`src/rtl/alu_seq_pkg.sv`:
```
// rtl/alu_seq_pkg.sv - shared opcode/state types and flag bit positions for alu_seq_unit
package alu_seq_pkg;

    typedef enum logic [2:0] {
        OP_ADD = 3'd0,
        OP_SUB = 3'd1,
        OP_AND = 3'd2,
        OP_OR  = 3'd3,
        OP_XOR = 3'd4,
        OP_SLL = 3'd5,
        OP_SRL = 3'd6,
        OP_MUL = 3'd7
    } opcode_e;

    typedef enum logic [1:0] {
        IDLE     = 2'd0,
        MUL_BUSY = 2'd1,
        MUL_DONE = 2'd2
    } state_e;

    // Bit positions inside the {N,Z,C,V} flag vector
    localparam int FLAG_V = 0;
    localparam int FLAG_C = 1;
    localparam int FLAG_Z = 2;
    localparam int FLAG_N = 3;

endpackage

```
`src/rtl/alu_seq_mul.sv`:
```
// rtl/alu_seq_mul.sv - iterative shift-add multiplier, one multiplier bit per cycle
module alu_seq_mul
    import alu_seq_pkg::*;
#(
    parameter int WIDTH = 32
) (
    input  logic             clock,
    input  logic             reset_n,
    input  logic             start_i,
    input  logic [WIDTH-1:0] a_i,
    input  logic [WIDTH-1:0] b_i,
    output logic             done_o,
    output logic [WIDTH-1:0] product_o
);

    localparam int CNT_W = $clog2(WIDTH) + 1;
    localparam logic [CNT_W-1:0] LAST_ITER = CNT_W'(WIDTH - 1);

    logic [WIDTH-1:0] acc_q, mcand_q, mplier_q;
    logic [CNT_W-1:0] cnt_q;
    logic             busy_q;

    always_ff @(posedge clock or negedge reset_n) begin
        if (!reset_n) begin
            acc_q    <= '0;
            mcand_q  <= '0;
            mplier_q <= '0;
            cnt_q    <= '0;
            busy_q   <= 1'b0;
        end else if (start_i) begin
            acc_q    <= '0;
            mcand_q  <= a_i;
            mplier_q <= b_i;
            cnt_q    <= '0;
            busy_q   <= 1'b1;
        end else if (busy_q) begin
            if (mplier_q[0]) begin
                acc_q <= acc_q + mcand_q;
            end
            mcand_q  <= mcand_q << 1;
            mplier_q <= mplier_q >> 1;
            if (cnt_q == LAST_ITER) begin
                cnt_q  <= '0;
                busy_q <= 1'b0;
            end else begin
                cnt_q <= cnt_q + 1'b1;
            end
        end
    end

    // done marks the cycle whose edge applies the final partial product
    assign done_o    = busy_q && (cnt_q == LAST_ITER);
    assign product_o = acc_q;

endmodule

```
`src/rtl/alu_seq_unit.sv`:
```
// rtl/alu_seq_unit.sv - handshaked ALU with iterative MUL; ALU_SEQ_FLAGS_EN adds the out_flags port
module alu_seq_unit
    import alu_seq_pkg::*;
#(
    parameter int WIDTH = 32
) (
    input  logic             clock,
    input  logic             reset_n,
    input  logic             in_valid,
    output logic             in_ready,
    input  logic [2:0]       in_opcode,
    input  logic [WIDTH-1:0] in_a,
    input  logic [WIDTH-1:0] in_b,
    output logic             out_valid,
    input  logic             out_ready,
`ifdef ALU_SEQ_FLAGS_EN
    output logic [3:0]       out_flags,
`endif
    output logic [WIDTH-1:0] out_result
);

    localparam int SHW = $clog2(WIDTH);

    state_e           state_q, state_d;
    logic             out_valid_q, out_valid_d;
    logic [WIDTH-1:0] result_q, result_d;
    logic [WIDTH-1:0] alu_res;
    logic [WIDTH-1:0] mul_prod;
    logic [SHW-1:0]   shamt;
    logic             mul_start, mul_done;
    logic             in_fire, out_fire;
    opcode_e          op;

    assign op       = opcode_e'(in_opcode);
    assign shamt    = in_b[SHW-1:0];
    assign in_ready = reset_n && (state_q == IDLE) && (!out_valid_q || out_ready);
    assign in_fire  = in_valid && in_ready;
    assign out_fire = out_valid_q && out_ready;

    always_comb begin
        alu_res = '0;
        case (op)
            OP_ADD:  alu_res = in_a + in_b;
            OP_SUB:  alu_res = in_a - in_b;
            OP_AND:  alu_res = in_a & in_b;
            OP_OR:   alu_res = in_a | in_b;
            OP_XOR:  alu_res = in_a ^ in_b;
            OP_SLL:  alu_res = in_a << shamt;
            OP_SRL:  alu_res = in_a >> shamt;
            default: alu_res = '0;
        endcase
    end

    alu_seq_mul #(.WIDTH(WIDTH)) u_mul (
        .clock     (clock),
        .reset_n   (reset_n),
        .start_i   (mul_start),
        .a_i       (in_a),
        .b_i       (in_b),
        .done_o    (mul_done),
        .product_o (mul_prod)
    );

    always_comb begin
        state_d     = state_q;
        out_valid_d = out_valid_q;
        result_d    = result_q;
        mul_start   = 1'b0;
        if (out_fire) begin
            out_valid_d = 1'b0;
        end
        case (state_q)
            IDLE: begin
                if (in_fire) begin
                    if (op == OP_MUL) begin
                        mul_start = 1'b1;
                        state_d   = MUL_BUSY;
                    end else begin
                        result_d    = alu_res;
                        out_valid_d = 1'b1;
                    end
                end
            end
            MUL_BUSY: begin
                if (mul_done) begin
                    state_d = MUL_DONE;
                end
            end
            MUL_DONE: begin
                result_d    = mul_prod;
                out_valid_d = 1'b1;
                state_d     = IDLE;
            end
            default: state_d = IDLE;
        endcase
    end

    always_ff @(posedge clock or negedge reset_n) begin
        if (!reset_n) begin
            state_q     <= IDLE;
            out_valid_q <= 1'b0;
            result_q    <= '0;
        end else begin
            state_q     <= state_d;
            out_valid_q <= out_valid_d;
            result_q    <= result_d;
        end
    end

    assign out_valid  = out_valid_q;
    assign out_result = result_q;

`ifdef ALU_SEQ_FLAGS_EN
    logic [3:0]     alu_flags, flags_q;
    logic [SHW-1:0] sll_idx, srl_idx;
    logic           shift_out_ok;

    // Last bit shifted out: a[WIDTH-s] for SLL, a[s-1] for SRL; none when s==0
    assign sll_idx      = SHW'(WIDTH - int'(shamt));
    assign srl_idx      = shamt - SHW'(1);
    assign shift_out_ok = (shamt != '0) && (int'(shamt) <= WIDTH);

    always_comb begin
        alu_flags         = '0;
        alu_flags[FLAG_N] = alu_res[WIDTH-1];
        alu_flags[FLAG_Z] = (alu_res == '0);
        case (op)
            OP_ADD: begin
                alu_flags[FLAG_C] = (alu_res < in_a);
                alu_flags[FLAG_V] = (in_a[WIDTH-1] == in_b[WIDTH-1]) && (alu_res[WIDTH-1] != in_a[WIDTH-1]);
            end
            OP_SUB: begin
                alu_flags[FLAG_C] = (in_a < in_b);
                alu_flags[FLAG_V] = (in_a[WIDTH-1] != in_b[WIDTH-1]) && (alu_res[WIDTH-1] != in_a[WIDTH-1]);
            end
            OP_SLL:  alu_flags[FLAG_C] = shift_out_ok && in_a[sll_idx];
            OP_SRL:  alu_flags[FLAG_C] = shift_out_ok && in_a[srl_idx];
            default: ;
        endcase
    end

    always_ff @(posedge clock or negedge reset_n) begin
        if (!reset_n) begin
            flags_q <= '0;
        end else if (state_q == MUL_DONE) begin
            flags_q <= {mul_prod[WIDTH-1], (mul_prod == '0), 2'b00};
        end else if (state_q == IDLE && in_fire && op != OP_MUL) begin
            flags_q <= alu_flags;
        end
    end

    assign out_flags = flags_q;
`endif

endmodule

```
`config.mk`:
```
export PLATFORM = sky130hd
export DESIGN_NAME = alu_seq_unit
export DESIGN_NICKNAME = d
export VERILOG_FILES = /design/src/rtl/alu_seq_pkg.sv /design/src/rtl/alu_seq_mul.sv /design/src/rtl/alu_seq_unit.sv
export SDC_FILE = /design/constraint.sdc
export NUM_CORES = 1
export LEC_CHECK = 0
export ABC_AREA = 1
export CAP_MARGIN = 20
export CORE_ASPECT_RATIO = 0.6
export CORE_MARGIN = 2
export CORE_UTILIZATION = 57
export CTS_BUF_LIST = sky130_fd_sc_hd__clkbuf_4 sky130_fd_sc_hd__clkbuf_8
export DETAILED_ROUTE_END_ITERATION = 10
export GPL_ROUTABILITY_DRIVEN = 0
export PLACE_DENSITY_LB_ADDON = 0.15
export SLEW_MARGIN = 20
export SYNTH_ARGS = -nofsm -noshare
export SYNTH_HDL_FRONTEND = slang
export SYNTH_HIERARCHICAL = 1
export SYNTH_SLANG_ARGS = --single-unit
```
`constraint.sdc`:
```
create_clock -name clock -period 1.93 [get_ports clock]
set_clock_uncertainty 0.2 [all_clocks]
set_input_delay 0.386 -clock clock [delete_from_list [all_inputs] [get_ports clock]]
set_output_delay 0.386 -clock clock [all_outputs]
set_load 0.01 [all_outputs]
```
==> results of run 1 <==
-- timing repair --
item                                    CTS
pin swaps                               214
gates cloned                             15
endpoints found under the setup margin  170
setup buffers                            75
gates resized for setup                 675
hold buffers                              1
endpoints found under the hold margin    25
-- metrics by stage --
stage	hold WS (ns)	cell area (um^2)	setup WS, ns
global placement	0.195	21400	-2.09
floorplan	-0.110	17200	-1.55
detailed placement	0.198	21400	-2.22
CTS	0.104	25000	-1.03
-- logic make-up after synthesis --
group | synth area share (%)
AO/OA/AOI/OAI | 13.2
XOR/XNOR | 1.99
adder cells (fa/ha/maj) | 10.1
buffers and inverters | 12.1
flip-flops | 21.2
AND/OR/NAND/NOR | 41.3
-- Yosys cell counts, drive strengths merged (5+ instances only) --
master,count,share of area [%]
a21oi,159,4.9
a221oi,10,0.54
a31oi,5,0.19
and2,12,0.46
buf,60,1.9
clkbuf,42,0.97
dfrtp,138,21
ha,129,9.9
inv,398,9.2
nand2,964,23
nand3,353,11
nand3b,12,0.55
nand4,15,0.58
nor2,191,4.7
nor3,23,1.1
o2111ai,5,0.27
o211ai,10,0.46
o21ai,78,2.4
o21bai,7,0.32
o221ai,61,3.3
or2,6,0.23
xor2,33,1.8
-- metal layers --
metal	GRT overflow	GRT usage, %
met5	2	36.5
met4	56	70.9
met3	15	65.3
met2	78	93.1
met1	10	80.6
==> impl_metrics.tcl, run 1 <==
set metrics [dict create \
    syn-cell-area_um2 16300 \
    synth-seq-cells 138 \
    flow.first_error "[ERROR GRT-0116] Global routing finished with congestion. Check the congestion regions in the DRC Viewer." \
    failed_stage "global routing" \
    synth.net_count 2942 \
    die_h_um 135 \
    synth-main-ff-cell "dfrtp_1" \
    result_of_the_run "stopped before the end" \
    clk_path_buf_depth 2 \
    number_of_global_route_vias_before_repair 28200 \
    postSynth.asyncResetShare_pct 100 \
    ctsRootBufferMaster "clkbuf_8" \
    synthesis.instances 2740 \
    die_x_um 222 \
    grt_pass1_wl_mm 174 \
    cts.htree.levels 4 \
    port_buffers 104 \
    synth_enable_flop_cells 0 \
    num_rows 47 \
    grt_max_degree 114 \
    dp_hpwl_mm 60.1 \
    grt_util_all_layers_pct 78.1 \
    netlist-cell-type-count 49 \
    syn-mean-instance-area_um2 5.95 \
    cts.sinks 138 \
    cts_made_buffers 17 \
    synth.yosys.warnings 6 \
    overflow 161 \
    starting_density_pct 58.6 \
    synth_sequential_area_ratio_pct 21.2 \
    pin_count 105 \
    post-place-cells 3538 \
]
==> inputs of run 2 (changes only) <==
--- a/config.mk
+++ b/config.mk
@@ -7,10 +7,8 @@
 export LEC_CHECK = 0
 export ABC_AREA = 1
 export CAP_MARGIN = 20
-export CORE_ASPECT_RATIO = 0.6
 export CORE_MARGIN = 2
-export CORE_UTILIZATION = 57
-export CTS_BUF_LIST = sky130_fd_sc_hd__clkbuf_4 sky130_fd_sc_hd__clkbuf_8
+export CORE_UTILIZATION = 40
 export DETAILED_ROUTE_END_ITERATION = 10
 export GPL_ROUTABILITY_DRIVEN = 0
 export PLACE_DENSITY_LB_ADDON = 0.15
==> constraint.sdc (replaced) <==
create_clock -name clock -period 2.5 [get_ports clock]
set_clock_uncertainty 0.2 [all_clocks]
set_input_delay 0.5 -clock clock [delete_from_list [all_inputs] [get_ports clock]]
set_output_delay 0.5 -clock clock [all_outputs]
set_load 0.01 [all_outputs]
==> run 2 against run 1 <==
The flow now finishes, with violations (hold timing, setup timing). Area after synthesis unchanged. Synthesized cell count stayed put.
==> impl_metrics.tcl, run 2 <==
set metrics [dict create \
    holdWs_ns -0.000978 \
    dominant_combinational_cell_family_by_area_after_synthesis "simple AND/OR/NAND/NOR gates" \
    failed_checks "hold timing, setup timing" \
    antenna_violations_before_repair 1 \
    netlist_top_cells_area "nand2_1 22%, dfrtp_1 21%, nand3_1 11%" \
    synth_fa_ha_area_share_pct 10.1 \
    min_path_type "primary input to asynchronous set/reset pin" \
    post-place-cells 3628 \
    area_occupied_by_registers_um2 3450 \
    multi_input_area_um2 12300 \
    worst_path_setup_slack_after_routing_ns -0.691 \
    remaining_drc_errors 0 \
    vias 20500 \
    final.period_utilization_pct 128 \
    final_common_cell "nand2_1" \
    synth_compound_gate_area_share_pct 13.2 \
    starting_density_pct 40.7 \
    area_growth_pct 41.2 \
    cts.htree.levels 4 \
    report.final.slew_viol_count 0 \
    globalRouteMet2Util_pct 54.6 \
    cts.sinks 138 \
    synth.yosys.warnings 6 \
    grt_max_degree 70 \
    wl_per_cell_um 19.1 \
    netlist-cell-type-count 49 \
    syn-mean-instance-area_um2 5.95 \
    synth_simple_gate_area_share_pct 41.3 \
    die_x_um 206 \
    worstSkewPairLatency_ns 0.48 \
    postSynth.asyncResetShare_pct 100 \
    synth_enable_flop_cells 0 \
    finalSetupViolCount 30 \
    n_fill_cell 3893 \
    vdd_ir_drop_max_mv 0.588 \
    num_rows 73 \
    number_of_diodes 0 \
    yosys.area.top_type "nand2_1" \
    port_buffers 104 \
    clock_tree_from_tritoncts "built" \
    synth.net_count 2942 \
    power_per_standard_cell_area_nw_per_um2 456 \
    die_h_um 206 \
    critPathKind "primary input to flop" \
    grt_util_met1_pct 40.5 \
    critPathLaunchType "primary input" \
    drt-initial-drc-count 2018 \
    totalWireLength_mm 71.0 \
    total_die_area_um2 42400 \
    dp_hpwl_mm 55.0 \
    result_of_the_run "complete, but fails checks" \
    grt_pass1_wl_mm 108 \
    fin_crit_ns 3.19 \
    fraction_of_final_layout_cells_sized_beyond_drive_strength_1_pct 25.9 \
    syn-cell-area_um2 16300 \
    arrival_ns 3.40 \
    critPathCaptureType "flop" \
    grt_util_all_layers_pct 33.5 \
    count_of_hold_buffers_inserted_by_post_cts_repair 0 \
    overflow 0 \
    yosys-mux-area-fraction_pct 0 \
    final-hold-violation-count 1 \
    core_area_um2 40000 \
    pin_count 105 \
    synthesis.instances 2740 \
    synth-seq-cells 138 \
    setup_ws_pre_cts_ns -1.69 \
    synthDominantCellAreaShare_pct 21.8 \
    cap_viol_max_count 0 \
    synthMostInstantiatedCell "nand2_1" \
    ctsRootBufferMaster "clkbuf_16" \
    slew-limit-headroom_pct 40.3 \
    antenna_left 0 \
    post_synth_xor_area_fraction_pct 1.99 \
    synth.cells.most_frequent "946 x nand2_1, 381 x inv_1, 347 x nand3_1" \
    post_dp_cell_area_um2 20600 \
    top_usage_layer "met2" \
    fin_nets 3371 \
    avgViaCountPerCell 5.53 \
    cp_max_fo 4 \
    synth_sequential_area_ratio_pct 21.2 \
    grtUsageMet3_pct 6.20 \
    clk_path_buf_depth 2 \
    synth-main-ff-cell "dfrtp_1" \
    worst_setup_hold_path_clk_slew_ns 0.06 \
    mostFrequentLayoutCells "850 x nand2_1, 363 x buf_4, 348 x inv_1" \
    slew_worst_pin_ns 0.895 \
    finish.cell_count_without_fillers 3707 \
    design_area_um2 23000 \
    rsz_0062_raised_after_global_routing "true" \
    number_of_global_route_vias_before_repair 19900 \
    cts_made_buffers 17 \
    achievable-frequency_ghz 0.313 \
    required_ns 2.71 \
    total_leakage_power_nw 12.1 \
    firstDrtPassIters 6 \
]
run 2: cell families (layout without fill, tap and decap cells):
group           Yosys count  count (layout)
simple gates           1580            1580
buf+inv                 502             944
compound gates          352             352
flops                   138             138
fa+ha+maj               131             131
xor+xnor                 37              37
run 2: final timing paths:
path | slack, ns | from | endpoint | depth (start not counted)
min in group clock | 0.21 | in_b[6] | u_mul/mplier_q[6] | 4
max in group asynchronous | 0.87 | reset_n | u_mul/mcand_q[11] | 3
max reg2reg | 0.14 | state_q[1] | u_mul/mplier_q[14] | 12
max | -0.69 | in_b[1] | out_result[29] | 25
min | -0.001 | reset_n | u_mul/product_o[3] | 2
min reg2reg | 0.32 | u_mul/product_o[23] | u_mul/product_o[23] | 2
run 2: power by group:
| group | switching, W | internal [W] |
|---|---|---|
| Sequential | 0.000248 | 0.00256 |
| Clock | 0.00115 | 0.00161 |
| Combinational | 0.00281 | 0.00212 |
| Total | 0.00421 | 0.00628 |
run 2: layer usage:
metal / up-vias / wire (um)
met1: 9593 / 28100
li1: 9738 / -
met4: 0 / 4980
met3: 231 / 5400
met5: - / 0
met2: 938 / 32500
run 2: worst max-delay path, stage by stage:
cell and delay [ns]:
buf_8 0.11, inv_8 0.06, ha_4 0.16, nand3_4 0.08
nor2_4 0.12, nand2_4 0.08, nor2_4 0.14, nand3_4 0.09
nor2_4 0.13, nor2_4 0.05, a21oi_4 0.12, o21ai_2 0.07
xor2_1 0.15, ha_1 0.37, a21oi_2 0.17, nor2_1 0.06
nor2_1 0.17, nand2_1 0.09, a21oi_2 0.17, nand2_1 0.07
nand2_1 0.07, nand3_2 0.09, nand2_2 0.08, nand2_2 0.05
a21oi_2 0.14
run 2: what timing repair did:
action | 4_1_cts | 5_1_grt
resized for setup | 305 | 127
cloned | 0 | 1
setup buffers | 37 | 14
pin swaps | 158 | 73
endpoints found under the setup margin | 79 | 123
run 2: final cells by class:
| type | count | area share [%] |
|---|---|---|
| Clock buffer | 17 | 1.85 |
| Tap cell | 525 | 2.85 |
| Timing Repair Buffer | 512 | 19.2 |
| Sequential cell | 138 | 15.0 |
| Multi-Input combinational cell | 2100 | 53.6 |
| Inverter | 400 | 6.61 |
| Clock inverter | 15 | 0.902 |
run 2: through the flow:
step	power, W	TNS, ns	util [%]
after floorplan	0.00494	-19.35	-
after global placement	0.00698	-69.15	51.6
after detailed placement	0.00704	-70.48	51.6
after CTS	0.0102	-10.85	56.0
after global routing	0.0111	-17.63	57.5
final	0.0105	-13.77	57.5
(Power assumes the default switching activity.)
==> inputs of run 3 (changes only) <==
--- a/config.mk
+++ b/config.mk
@@ -10,7 +10,6 @@
 export CORE_MARGIN = 2
 export CORE_UTILIZATION = 40
 export DETAILED_ROUTE_END_ITERATION = 10
-export GPL_ROUTABILITY_DRIVEN = 0
 export PLACE_DENSITY_LB_ADDON = 0.15
 export SLEW_MARGIN = 20
 export SYNTH_ARGS = -nofsm -noshare
==> run 3 against run 2 <==
Setup slack better by 0.0076 ns. Routed wire length up 3.8%. Clock power shrank 5%. The flow finishes with violations (setup timing). Critical endpoint is now out_result[7]. Sequential cell count did not move. Combinational power is 4% higher. Largest power group unchanged. Largest cell class unchanged. Non-clock buffer count grew 50.
==> impl_metrics.tcl, run 3 (synthesis gave the netlist of run 2 again) <==
set metrics [dict create \
    area_occupied_by_registers_um2 3450 \
    area_growth_pct 43.7 \
    antenna_left 0 \
    number_of_global_route_vias_before_repair 19800 \
    achievable-frequency_ghz 0.314 \
    required_ns 2.66 \
    die_x_um 206 \
    report.final.slew_viol_count 0 \
    final-hold-violation-count 0 \
    final_core_util_pct 58.5 \
    critPathCaptureType "flop" \
    cap_viol_max_count 0 \
    grt_max_degree 92 \
    power_per_standard_cell_area_nw_per_um2 451 \
    cp_max_fo 4 \
    vdd_ir_drop_max_mv 0.609 \
    crit_path_max_incr_delay_ns 0.38 \
    remaining_drc_errors 0 \
    avgViaCountPerCell 5.41 \
    fin_crit_ns 3.18 \
    critPathKind "primary input to flop" \
    antenna_violations_before_repair 1 \
    total_switching_power_w 0.00434 \
    dp_hpwl_mm 58.6 \
    total_leakage_power_nw 12.4 \
    multi_input_area_um2 12400 \
    p_comb_share_pct 48.5 \
    finish.cell_count_without_fillers 3757 \
    overflow 0 \
    ctsRootBufferMaster "clkbuf_16" \
    arrival_ns 3.35 \
    finalPower_w 0.0106 \
    n_fill_cell 3969 \
    vias 20300 \
    pin_count 105 \
    globalplace.congestion 1.03 \
    clock_tree_from_tritoncts "built" \
    critPathLaunchType "primary input" \
    worst_setup_hold_path_clk_slew_ns 0.07 \
    number_of_diodes 0 \
    starting_density_pct 40.7 \
    failed_checks "setup timing" \
    worstSkewPairLatency_ns 0.48 \
    min_path_type "primary input to flop" \
    die_h_um 206 \
    p_seq_share_pct 26.7 \
    cts_made_buffers 17 \
    clk_path_buf_depth 2 \
    share_clk_of_total_power_pct 24.9 \
    port_buffers 104 \
    cts.sinks 138 \
    rsz_0062_raised_after_global_routing "true" \
    firstDrtPassIters 6 \
    grt_util_all_layers_pct 35.1 \
    grt_pass1_wl_mm 111 \
    slew-limit-headroom_pct 50.4 \
    fin_nets 3421 \
    worst_path_setup_slack_after_routing_ns -0.684 \
    finalSetupViolCount 30 \
    totalWireLength_mm 73.7 \
    slew_worst_pin_ns 0.744 \
    core_area_um2 40000 \
    fraction_of_final_layout_cells_sized_beyond_drive_strength_1_pct 27.3 \
    holdWs_ns 0.213 \
    slowest_stage "ha_2" \
    num_rows 73 \
    final.period_utilization_pct 127 \
    cts.htree.levels 4 \
    wl_per_cell_um 19.6 \
    post-place-cells 3676 \
    critical_path.cell_chain "buf_8 -> inv_8 -> buf_4 -> buf_6 -> nand3_4 -> buf_6 -> buf_6 -> nand2_4 -> o21ai_2 -> xor2_1 -> ha_2 -> nand2_4 -> inv_2 -> a21oi_2 -> nand2_2 -> buf_6 -> buf_6 -> xnor2_2 -> nor2_2 -> nor2_2 -> nand2_2 -> nand2_2 -> a21oi_2" \
    design_area_um2 23400 \
    total_die_area_um2 42400 \
    cellInternalPower_w 0.00622 \
    drt-initial-drc-count 1592 \
    post_dp_cell_area_um2 21000 \
    path_common_cell "buf_6" \
    power.share.switching_pct 41.1 \
    result_of_the_run "complete, but fails checks" \
    final_common_cell "nand2_1" \
    mostFrequentLayoutCells "834 x nand2_1, 412 x buf_4, 352 x inv_1" \
]
==> run 3: cell count changes in the layout (fill, tap and decap cells not counted), moves of 3 or more <==
cell / before / now
inv_1: 348 / 352
ha_1: 108 / 114
nand3_4: 8 / 14
buf_4: 363 / 412
ha_4: 16 / 10
clkdlybuf4s15_1: 3 / 0
nor2_1: 139 / 135
nand2_1: 850 / 834
nor2_2: 27 / 30
nand3_2: 36 / 29
inv_2: 46 / 43
nand2_2: 91 / 106
==> run 3: layer usage <==
layer	vias to the layer above	routed length, um	GRT usage [%]
li1	9832	-	-
met1	9601	30500	43.7
met2	724	34700	59.5
met3	174	4750	5.22
met4	2	3660	16.6
met5	-	11	0
==> run 3: through the flow <==
stage | setup slack, ns | setup TNS, ns
finish | -0.684 | -15.52
global route | -0.835 | -18.77
CTS | -0.561 | -10.63
detailed placement | -1.80 | -79.45
global placement | -1.69 | -72.46
floorplan | -1.10 | -19.35
==> run 3: area by class of cell <==
cell class	instances	area share, %
repair buffers	562	20.6
well taps	525	2.81
flip-flops and latches	138	14.7
inverters	400	6.49
clock inverters	14	0.657
multi-input cells	2100	52.8
clock buffers	18	1.88
==> run 3: critical path, delay by kind of cell <==
| kind | cells | cell delay (ns) |
|---|---|---|
| AO/OA/AOI/OAI | 3 | 0.25 |
| adder cells (fa/ha/maj) | 1 | 0.38 |
| buffers and inverters | 9 | 0.91 |
| XOR/XNOR | 2 | 0.42 |
| AND/OR/NAND/NOR | 8 | 0.87 |
==> run 3: final timing paths <==
kind / start / end / slack [ns] / cells after the start
max: in_b[1] / out_result[7] / -0.68 / 23
min: in_b[13] / u_mul/mplier_q[13] / 0.21 / 3
min in group asynchronous: reset_n / u_mul/product_o[3] / 0.51 / 3
max in group asynchronous: reset_n / u_mul/mplier_q[19] / 0.61 / 4
max reg2reg: state_q[1] / u_mul/mplier_q[15] / 0.11 / 12
min reg2reg: u_mul/cnt_q[0] / u_mul/cnt_q[0] / 0.31 / 1
==> run 3: repair_timing <==
action / 4_1_cts / 5_1_grt
cloned: 0 / 1
endpoints found under the hold margin: 47 / 0
hold buffers: 1 / 0
pin swaps: 166 / 86
setup buffers: 40 / 16
setup endpoints to repair: 113 / 82
resized for setup: 358 / 107
==> run 3: power groups by stage <==
stage	Sequential, W	Clock [W]	Combinational (W)
2_1_floorplan	0.00284	0	0.00210
3_3_place_gp	0.00285	0	0.00435
6_report	0.00282	0.00263	0.00512
5_1_grt	0.00285	0.00278	0.00554
4_1_cts	0.00281	0.00270	0.00482
3_5_place_dp	0.00286	0	0.00439
